**src/rtl/exmem_pipe_reg.sv**
```systemverilog
// EX/MEM stage register for the WISC pipeline: valid/ready handshake, flush,
// optional two-entry skid buffer and a saturating stall-cycle counter.
module exmem_pipe_reg #(
    parameter int DATA_W      = 16,
    parameter int RD_W        = 4,
    parameter bit SKID_EN     = 1'b1,
    parameter int STALL_CNT_W = 16
) (
    input  logic                   clk,
    input  logic                   rst,
    input  logic                   in_valid,
    output logic                   in_ready,
    input  logic                   flush,
    input  logic                   mem_to_reg_in,
    input  logic                   reg_to_mem_in,
    input  logic [RD_W-1:0]        reg_rd_in,
    input  logic [DATA_W-1:0]      alu_result_in,
    input  logic [DATA_W-1:0]      save_word_data_in,
    input  logic                   ret_future_in,
    output logic                   out_valid,
    input  logic                   out_ready,
    output logic                   mem_to_reg_out,
    output logic                   reg_to_mem_out,
    output logic [RD_W-1:0]        reg_rd_out,
    output logic [DATA_W-1:0]      alu_result_out,
    output logic [DATA_W-1:0]      save_word_data_out,
    output logic                   ret_future_out,
    output logic [STALL_CNT_W-1:0] stall_cycles
);

    typedef struct packed {
        logic              mem_to_reg;
        logic              reg_to_mem;
        logic [RD_W-1:0]   reg_rd;
        logic [DATA_W-1:0] alu_result;
        logic [DATA_W-1:0] save_word_data;
        logic              ret_future;
    } entry_t;

    entry_t m_q, s_q, in_e;
    logic   m_vld, s_vld;
    logic   push, pop;

    assign in_e = '{mem_to_reg:     mem_to_reg_in,
                    reg_to_mem:     reg_to_mem_in,
                    reg_rd:         reg_rd_in,
                    alu_result:     alu_result_in,
                    save_word_data: save_word_data_in,
                    ret_future:     ret_future_in};

    // With the skid entry, in_ready is a pure flop output so MEM stalls never
    // reach back into EX combinationally.
    assign in_ready = SKID_EN ? !s_vld : (!m_vld || out_ready);
    assign push     = in_valid && in_ready;
    assign pop      = m_vld && out_ready;

    always_ff @(posedge clk) begin
        if (rst) begin
            m_vld        <= 1'b0;
            s_vld        <= 1'b0;
            m_q          <= '0;
            s_q          <= '0;
            stall_cycles <= '0;
        end else begin
            if (m_vld && !out_ready && (stall_cycles != '1))
                stall_cycles <= stall_cycles + STALL_CNT_W'(1);

            if (flush) begin
                m_vld <= 1'b0;
                s_vld <= 1'b0;
            end else if (!m_vld || pop) begin
                if (s_vld) begin
                    m_q   <= s_q;
                    m_vld <= 1'b1;
                    s_vld <= 1'b0;
                end else if (push) begin
                    m_q   <= in_e;
                    m_vld <= 1'b1;
                end else begin
                    m_vld <= 1'b0;
                end
            end else if (SKID_EN && push) begin
                s_q   <= in_e;
                s_vld <= 1'b1;
            end
        end
    end

    // Control bits are gated so a bubble never starts a memory access or return.
    assign out_valid          = m_vld;
    assign mem_to_reg_out     = m_q.mem_to_reg && m_vld;
    assign reg_to_mem_out     = m_q.reg_to_mem && m_vld;
    assign ret_future_out     = m_q.ret_future && m_vld;
    assign reg_rd_out         = m_q.reg_rd;
    assign alu_result_out     = m_q.alu_result;
    assign save_word_data_out = m_q.save_word_data;

endmodule

```
**config.mk**
```make
export PLATFORM = sky130hd
export DESIGN_NAME = exmem_pipe_reg
export DESIGN_NICKNAME = d
export VERILOG_FILES = /design/src/rtl/exmem_pipe_reg.sv
export SDC_FILE = /design/constraint.sdc
export NUM_CORES = 1
export LEC_CHECK = 0
export BUFFER_PORTS_ARGS = -buffer_cell sky130_fd_sc_hd__clkbuf_2
export CORE_ASPECT_RATIO = 1.25
export CORE_MARGIN = 5
export CORE_UTILIZATION = 50
export DETAILED_ROUTE_END_ITERATION = 8
export PLACE_DENSITY = 0.72
export SYNTH_ARGS = -nofsm -noshare
export SYNTH_HDL_FRONTEND = slang
export SYNTH_SLANG_ARGS = --single-unit
```
**constraint.sdc**
```tcl
create_clock -name clk -period 2.3 [get_ports clk]
set_clock_uncertainty 0.05 [all_clocks]
set_input_delay 0.46 -clock clk [delete_from_list [all_inputs] [get_ports clk]]
set_output_delay 0.46 -clock clk [all_outputs]
set_load 0.02 [all_outputs]
```
==> metrics, run 1 <==
outcome finished, final reports clean; DRT iter0 DRCs 164; GPL Wtd Cong 0.8200; final worst path period need 1979 ps; CTS resizes 0; DR pass1 iterations 4; Crit Path Max Fanout 8; die width 92.79 um; Max Freq 505.3 MHz; Area Growth Syn to Fin 11.59%; final hold vios 0; cells after synthesis around 490; cts bufs inserted 9; routed len/inst 14.36 um; Die Y 113.5 um; HP Class input port to flip-flop; clock tree from TritonCTS built; internal reg-to-reg setup slack 320 ps; register area share after synthesis 0.4486; Final Cycle Share 0.8604; predominant post-synthesis flop cell dfxtp_1; Worst-Margin Slew 789.7 ps; fill cell count 751; synthesized area per cell ~8.7 um^2; largest net degree at the start of global routing 78; hold_buf cts 0; EDFF count, synth 0; input/output buffers 100; Setup crit end kind flip-flop; Clock Sinks 96; number of remaining DRC errors 0; routed via count 3,561; Final Slew Violations 0; Worst R2R Path Depth 5; Ys Warns 0; setup_tns 0 ps; remaining antenna violation count after routing 0; CP Launch Point stall_cycles[0]; post-synthesis sequential element count 96; gr usage total 0.1791; leakage power between 1.5 and 2 nW; fraction of layout cells with a size suffix above 1 0.2495; Hold Slack about 280 ps; area of the die 10,530 um^2; crit path DAT 2180 ps; critical path class flip-flop to flip-flop; post-synth top area share 0.4486; Longest Clk Path Bufs 2; Final WS setup ~320 ps; Vias/cell 5.512; Nets roughly 590; Design Power 3.124 mW; grt total ovfl 0; Worst-path clk slew 90 ps; top post-synthesis cells by count dfxtp_1, nand2_1, a21oi_1, nor2_1, a211oi_1; post-synthesis cell area 4284 um^2; Cell variety after synth 38; first-pass GRT wire length 15.57 mm; most frequent cell after synthesis dfxtp_1; Reg-to-Reg Start stall_cycles[0]; initial core utilization 0.5170; power per cell area 653.4 nW/um^2; Row Count 37; Critical path destination stall_cycles[0]; critical path startpoint category flip-flop; Clock Tree Root clkbuf_8; Clk Latency, worst-skew pair 350 ps; initial antenna violation count 0; RSZ-0062 raised after global routing false; Ports 101; Post-CTS Setup Repair Bufs 0; dominant cell type by area after synthesis dfxtp_1; DRT Wirelength 9.274 mm; Core Area 8287 um^2; Max IR drop VDD 0.4179 mV; Post-DP HPWL 6.389 mm; H-tree Lvls 3; Syn Nets 539; post-placement worst setup slack 343.2 ps; fraction of registers with async set/reset 0; Max-Cap Viols 0; final count of negative-setup-slack endpoints 0; Synth area leaders dfxtp_1, mux2i_1, nand2_1; vias in the first global route approximately 3.3k; Critical Path RT roughly 2500 ps; # diodes 0; Slew headroom 0.4735; Reg2Reg Capture Point stall_cycles[0]
-- logic make-up after synthesis --
kind of cell               share of synthesized area
AOI/OAI and AO/OA                             0.1469
adders and majority gates                   0.002920
buffers and inverters                         0.1013
DFF                                           0.4486
muxes                                         0.1019
and+or+nand+nor                               0.1983
-- report_power, final --
part	switching (mW)	internal, mW
combinational	0.199	0.121
clock	0.565	0.493
sequential	0.0314	1.72
total	0.795	2.33
-- routing by layer --
layer	track usage	up-vias	share of wire
li1	-	1789	-
met1	0.2221	1671	0.43
met2	0.3037	90	0.50
met3	0.04090	11	0.056
met4	0.06452	0	0.016
met5	0	-	0
-- registers in the layout (all words and copies together), names as in the netlist --
| name | cells |
|---|---|
| s_q | 39 |
| stall_cycles | 16 |
| reg_rd_out | 4 |
| save_word_data_out | 16 |
| alu_result_out | 16 |
| m_q | 3 |
| s_vld | 1 |
| out_valid | 1 |
-- how the worst min path moves through the flow --
stage / start / endpoint / slack, ps / depth (start not counted)
6_report: save_word_data_in[9] / s_q[10] / 280 / 3
5_1_grt: save_word_data_in[9] / s_q[10] / 270 / 3
4_1_cts: save_word_data_in[9] / s_q[10] / 260 / 3
3_5_place_dp: s_q[0] / s_q[0] / 400 / 2
3_3_place_gp: s_q[18] / s_q[18] / 390 / 2
2_1_floorplan: s_q[1] / s_q[1] / 380 / 2
-- layout by cell type, fill, tap and decap left out, types with 2 or more instances in the layout --
cell type,n
clkbuf_2,99
dfxtp_1,95
nand2_1,86
nor2_1,48
a21oi_1,48
a211oi_1,42
mux2i_1,41
clkbuf_8,9
buf_4,9
nand4_1,6
o31ai_1,5
nor4_1,4
or4_1,4
or3_1,4
o21ai_0,4
inv_1,3
and2_1,3
nor2b_1,3
nand3_1,3
and4_2,3
nor3_1,3
nand2b_1,3
clkinvlp_4,2
buf_12,2
-- per-stage QoR --
stage | area (um^2) | util | std cells
after floorplan | 4284 | - | 494
after global placement | 4598 | 0.5549 | 632
after detailed placement | 4598 | 0.5549 | 632
after CTS | 4781 | 0.5769 | 646
after global routing | 4781 | 0.5769 | 646
final | 4781 | 0.5769 | 646
-- critical path, cell delays in order, from the launching register on --
cell,delay [ps]
dfxtp_1,410
ha_1,310
nand4_4,180
nor4_4,500
nor2_2,110
mux2_4,310
-- cell type report --
type / instances / area, um^2 / share of cell area
inverters: 3 / 11.26 / 0.002355
flip-flops and latches: 96 / 1923 / 0.4022
multi-input cells: 326 / 1939 / 0.4057
repair buffers: 110 / 603.1 / 0.1261
well taps: 97 / 121.4 / 0.02539
clock inverters: 5 / 58.81 / 0.01230
clock buffers: 9 / 123.9 / 0.02591
Power figures use the tool's default switching activity.
==> run 2: changes to the inputs <==
- REMOVE_ABC_BUFFERS: default -> 1
==> run 2 against run 1 <==
  * Maximum frequency decreased by 0.67%
  * Utilization about the same
  * Critical path depth unchanged
  * Cell area about the same
  * Count of clock-buffer cells in the layout increased by 4
  * First-iteration DRC count fell by 4.9%
  * Via count shrank 0.73%
  * Combinational power about the same
  * Worst hold slack lost 0.62 ps
==> metrics, run 2 (synthesized netlist as in run 1, its figures left out) <==
outcome finished, final reports clean; routed via count 3,535 (-0.73%); GPL Wtd Cong 0.8349 (+1.8%); Slew headroom 0.6123 (+0.1388); cts bufs inserted 9 (unchanged); H-tree Lvls 3 (unchanged); initial antenna violation count 0 (unchanged); internal reg-to-reg setup slack 310 ps (about the same); Nets 590 (-0.17%); die width 92.79 um (unchanged); Clock Sinks 96 (unchanged); final worst path period need 1992 ps (+13.32 ps); final count of negative-setup-slack endpoints 0 (unchanged); Longest Clk Path Bufs 2 (unchanged); Max IR drop VDD 0.4197 mV (+0.45%); Hold Crit Start mem_to_reg_in; Max-Cap Viols 0 (unchanged); Clock Tree Root clkbuf_8; vias in the first global route 3,381 (+2.1%); initial core utilization 0.5170 (unchanged); gr usage total 0.1785 (-0.0005523); Core Area 8287 um^2 (unchanged); Setup crit end kind flip-flop; DRT iter0 DRCs 156 (-4.9%); number of remaining DRC errors 0 (unchanged); Ports 101 (unchanged); setup_tns 0 ps (unchanged); Met1 Wirelength 4.125 mm (+2.6%); leakage power 1.785 nW (+0.46%); sw power 0.7799 mW (-1.9%); Clk Latency, worst-skew pair 350 ps (about the same); clock tree from TritonCTS built; Comb power frac 0.102 (about the same); Worst R2R Path Depth 5 (unchanged); Critical Path RT 2500 ps (about the same); Post-CTS Setup Repair Bufs 0 (unchanged); CTS resizes 0 (unchanged); remaining antenna violation count after routing 0 (unchanged); first-pass GRT wire length 15.36 mm (-1.3%); critical path startpoint category flip-flop; largest net degree at the start of global routing 79 (+1.3%); dpl cell area 4583 um^2 (-0.33%); HP Class input port to flip-flop; area of the multi-input gates 1934 um^2 (-0.26%); commonest non-fill, non-tap cell in the layout clkbuf_2; hold depth 3 (unchanged); Max Freq 501.9 MHz (-0.67%); Row Count 37 (unchanged); grt total ovfl 0 (unchanged); Slowest-stage cell, CP nor4_4; slowest cell delay on critical path 490 ps (about the same); most frequent cells in the layout clkbuf_2, dfxtp_1, nand2_1; DRT Wirelength 9.333 mm (+0.64%); crit path DAT 2190 ps (about the same); crit path cell chain ha_1, nand4_4, nor4_4, nor2_2, mux2_4; Final Cycle Share 0.8662 (+0.005793); RSZ-0062 raised after global routing false; Post-DP HPWL 6.329 mm (-0.93%); Crit Path Max Fanout 8 (unchanged); routed len/inst 14.43 um (+0.48%); Die Y 113.5 um (unchanged); switch share 0.2454 (-0.008989); fill cell count 734 (-2.3%); hold_buf cts 0 (unchanged); Reg power frac 0.549 (-0.010); cell area after layout 4783 um^2 (about the same); Vias/cell 5.464 (-0.88%); highest metal used met4; met3 wire len 655 um (+27%); area of the die 10,530 um^2 (unchanged); Worst-path clk slew 90 ps (about the same); final hold vios 0 (unchanged); Design Power 3.178 mW (+1.7%); critical path class flip-flop to flip-flop; max reg flops 39 (unchanged); met2 WL 4.421 mm (-3.7%); Largest Register s_q; fraction of layout cells with a size suffix above 1 0.2441 (-0.005464); Worst-Margin Slew 576.2 ps (-213.6 ps); DR pass1 iterations 4 (unchanged); input/output buffers 100 (unchanged); power per cell area 664.4 nW/um^2 (+1.7%); Area Growth Syn to Fin 11.65% (about the same); Reg2Reg Capture Point stall_cycles[0]; sequential cell area 1923 um^2 (unchanged); Final Slew Violations 0 (unchanged); Internal Power 2.398 mW (+3.0%); Clock Power Share 0.350 (+0.012); WHS Endpoint s_q[38]; Reg-to-Reg Start stall_cycles[0]
-- run 2: cell count changes in the layout (fill, tap and decap cells not counted) --
cell        before  now
clkbuf_1         0    2
nand3_2          1    0
clkinv_4         0    1
nand3_1          3    4
clkinv_2         1    0
buf_2            0    1
clkbuf_8         9   11
clkinvlp_4       2    0
inv_6            1    0
diode_2          0    1
buf_4            9    7
-- run 2: how the worst max path moves through the flow --
stage / from / endpoint / slack [ps] / cells past startpoint
floorplan: s_vld / alu_result_out[0] / -2210 / 3
global placement: stall_cycles[1] / stall_cycles[0] / 430 / 5
detailed placement: stall_cycles[0] / stall_cycles[0] / 330 / 5
CTS: stall_cycles[0] / stall_cycles[0] / 310 / 5
global route: stall_cycles[0] / stall_cycles[9] / 180 / 5
finish: stall_cycles[0] / stall_cycles[0] / 310 / 5
-- run 2: area by class of cell --
class,instances,share of cell area
inverter,3,0.002354
tap,97,0.02537
multi-input combinational,326,0.4044
antenna,1,0.0005231
clock inverter,2,0.008109
clock buffer,13,0.03322
sequential,96,0.4020
timing repair buffer,109,0.1240
-- run 2: per-stage QoR --
| step | worst slack, ps | util | hold WS [ps] | cells |
|---|---|---|---|---|
| floorplan | -2211 | - | 380.0 | 425 |
| global placement | 425.3 | 0.5531 | 390.8 | 631 |
| detailed placement | 328.9 | 0.5531 | 396.8 | 631 |
| CTS | 309.4 | 0.5769 | 263.5 | 646 |
| global route | 185.0 | 0.5769 | 261.8 | 646 |
| finish | 307.7 | 0.5772 | 278.4 | 647 |
-- run 2: power by group through the flow --
stage	registers [mW]	clock network [mW]	logic, mW
2_1_floorplan	1.84	0	0.115
3_3_place_gp	1.78	0	0.319
3_5_place_dp	1.78	0	0.327
4_1_cts	1.74	1.15	0.328
5_1_grt	1.75	1.23	0.357
6_report	1.74	1.11	0.323
-- run 2: layer usage --
| layer | global-route usage | vias to the layer above |
|---|---|---|
| met4 | 0.07625 | 0 |
| met5 | 0 | - |
| li1 | - | 1782 |
| met1 | 0.2171 | 1653 |
| met3 | 0.04881 | 12 |
| met2 | 0.2960 | 88 |
-- run 2: worst max-delay path, delay by kind of cell (launching register included) --
family	cells	cell delay (ps)
muxes	1	320
DFF	1	420
adders and majority gates	1	290
and+or+nand+nor	3	800
==> run 3: changes to the inputs <==
- ABC_AREA: default -> 1
- PLACE_DENSITY: 0.72 -> 0.71
==> run 3 against run 2 <==
  * Final cell count grew 30%
  * Cell area grew 7.6%
  * Critical path depth grew 4
  * Combinational power grew 18%
  * Wire length grew 4.7%
  * Global-route usage grew 0.75 points
  * First-iteration DRC count grew 35%
  * Synthesized area grew 7.0%
  * Clock power grew 22%
  * Worst hold slack gained 23 ps
  * Critical endpoint is now stall_cycles[6]
  * Largest cell class is now flip-flops and latches
  * Largest power group unchanged
==> metrics, run 3 <==
Worst-Margin Slew 493.6 ps (-82.56 ps); die width 95.62 um (+3.0%); dominant cell type by area after synthesis dfxtp_1; Final Cycle Share 0.7958 (-0.07039); CTS resizes 0 (unchanged); initial antenna violation count 0 (unchanged); final hold vios 0 (unchanged); Clk Latency, worst-skew pair 330 ps (-20 ps); Post-DP HPWL 6.976 mm (+10%); Setup crit end kind flip-flop; Final Slew Violations 0 (unchanged); power per cell area 681.7 nW/um^2 (+2.6%); gr usage total 0.1860 (+0.007474); most frequent cell after synthesis nand2_1; RSZ-0062 raised after global routing false; critical path class flip-flop to flip-flop; clock tree from TritonCTS built; Crit Path Max Fanout 12 (+4); largest net degree at the start of global routing 79 (unchanged); Worst-path clk slew 60 ps (-30 ps); routed len/inst 11.61 um (-19%); Die Y 117.0 um (+3.1%); CP Launch Point stall_cycles[0]; commonest non-fill, non-tap cell in the layout nand2_1; Ys Warns 0 (unchanged); Ports 101 (unchanged); Clock Tree Root clkbuf_16; leakage power 2.410 nW (+35%); Core Area 9076 um^2 (+9.5%); final worst path period need 1830 ps (-161.9 ps); final count of negative-setup-slack endpoints 0 (unchanged); hold_buf cts 0 (unchanged); post-synthesis cell area 4582 um^2 (+7.0%); Row Count 39 (+5.4%); first-pass GRT wire length 16.75 mm (+9.0%); EDFF count, synth 0 (unchanged); Vias/cell 4.823 (-12%); initial core utilization 0.5048 (-0.01216); Reg2Reg Capture Point stall_cycles[6]; Largest Register s_q; # diodes 0 (-1); fraction of registers with async set/reset 0 (unchanged); fraction of layout cells with a size suffix above 1 0.1894 (-0.05467); outcome finished, final reports clean; grt total ovfl 0 (unchanged); DRT Wirelength 9.768 mm (+4.7%); routed via count 4,056 (+15%); Reg-to-Reg Start stall_cycles[0]; Max-Cap Viols 0 (unchanged); synthesized area per cell 6.890 um^2 (-21%); Max Freq 546.3 MHz (+8.8%); Nets 758 (+28%); Critical path destination stall_cycles[6]; Slew headroom 0.6709 (+0.05858); input/output buffers 100 (unchanged); max reg flops 39 (unchanged); Worst R2R Path Depth 9 (+4); number of remaining DRC errors 0 (unchanged); most frequent cells in the layout nand2_1, clkbuf_2, dfxtp_1; Max IR drop VDD 0.3869 mV (-7.8%); DR pass1 iterations 4 (unchanged); placed cell count 825 (+31%); crit path DAT 2010 ps (-180 ps); GPL Wtd Cong 0.8337 (-0.14%); H-tree Lvls 3 (unchanged); Cell variety after synth 28 (-26%); fin cells 841 (+30%); critical path startpoint category flip-flop; Hold Crit Start rst; Critical Path RT 2480 ps (-20 ps); Clock Sinks 96 (unchanged); internal reg-to-reg setup slack 470 ps (+160 ps); cts bufs inserted 9 (unchanged); Final WS setup 469.6 ps (+161.9 ps); area of the die 11,190 um^2 (+6.3%); Longest Clk Path Bufs 2 (unchanged); predominant post-synthesis flop cell dfxtp_1; register area share after synthesis 0.4194 (-0.02916); top post-synthesis cells by count nand2_1, dfxtp_1, nor2_1; cells after synthesis 665 (+35%); Area Growth Syn to Fin 12.29%; remaining antenna violation count after routing 0 (unchanged); post-synthesis sequential element count 96 (unchanged); DRT iter0 DRCs 210 (+35%); HP Class input port to flip-flop; post-synth top area share 0.4194 (-0.02916); Post-CTS Setup Repair Bufs 0 (unchanged); vias in the first global route 4,009 (+19%); Synth area leaders dfxtp_1, nand2_1, o21ai_0; post-placement worst setup slack 478.6 ps (+149.7 ps)
run 3: final cells by class:
type	instances	area (um^2)
multi-input combinational	414	1883
tap	123	153.9
inverter	84	319.1
timing repair buffer	108	598.1
clock inverter	3	17.52
sequential	96	1923
clock buffer	13	250.2
fill	912	3931
run 3: worst min-delay path by stage:
stage               cells after the start  slack (ps)                end
finish                                  2         300    stall_cycles[3]
global route                            2         290    stall_cycles[3]
global placement                        2         380  alu_result_out[6]
CTS                                     2         290    stall_cycles[3]
floorplan                               2         380             m_q[0]
detailed placement                      2         380  alu_result_out[0]
run 3: where the power goes:
part	internal (mW)	total, mW	switching, mW
Sequential	1.73	1.77	0.0428
Clock	0.760	1.35	0.592
Combinational	0.140	0.381	0.241
Total	2.63	3.51	0.876
run 3: logic make-up (layout without fill, tap and decap cells):
| family | Yosys count | count (layout) | share of synthesized area |
|---|---|---|---|
| flops | 96 | 96 | 0.4194 |
| buf+inv | 155 | 208 | 0.1696 |
| fa+ha+maj | 1 | 1 | 0.002730 |
| xor+xnor | 7 | 7 | 0.01338 |
| simple gates | 249 | 249 | 0.2209 |
| compound gates | 157 | 157 | 0.1739 |
run 3: through the flow:
step,TNS (ps),utilization,power [mW],hold slack (ps),instance area [um^2]
after floorplan,-29800,-,2.041,375.6,4124
after global placement,0,0.5374,2.187,381.7,4877
after detailed placement,0,0.5374,2.197,384.7,4877
after CTS,0,0.5669,3.555,288.5,5145
after global routing,0,0.5669,3.683,288.5,5145
final,0,0.5669,3.507,301.1,5145
run 3: critical path, stage by stage (launching register included):
cell and delay, ps:
dfxtp_1 400, ha_1 220, nand2_2 80, nor2_4 170, nand2_4 90, o21ai_4 320, buf_4 240, nand2_1 70
nand2_1 60, nor2_1 40
run 3: per-layer routing:
metal	share of wire	global-route usage
met2	0.50	0.3367
met1	0.43	0.2133
met5	0	0
met4	0.025	0.08729
met3	0.049	0.02685
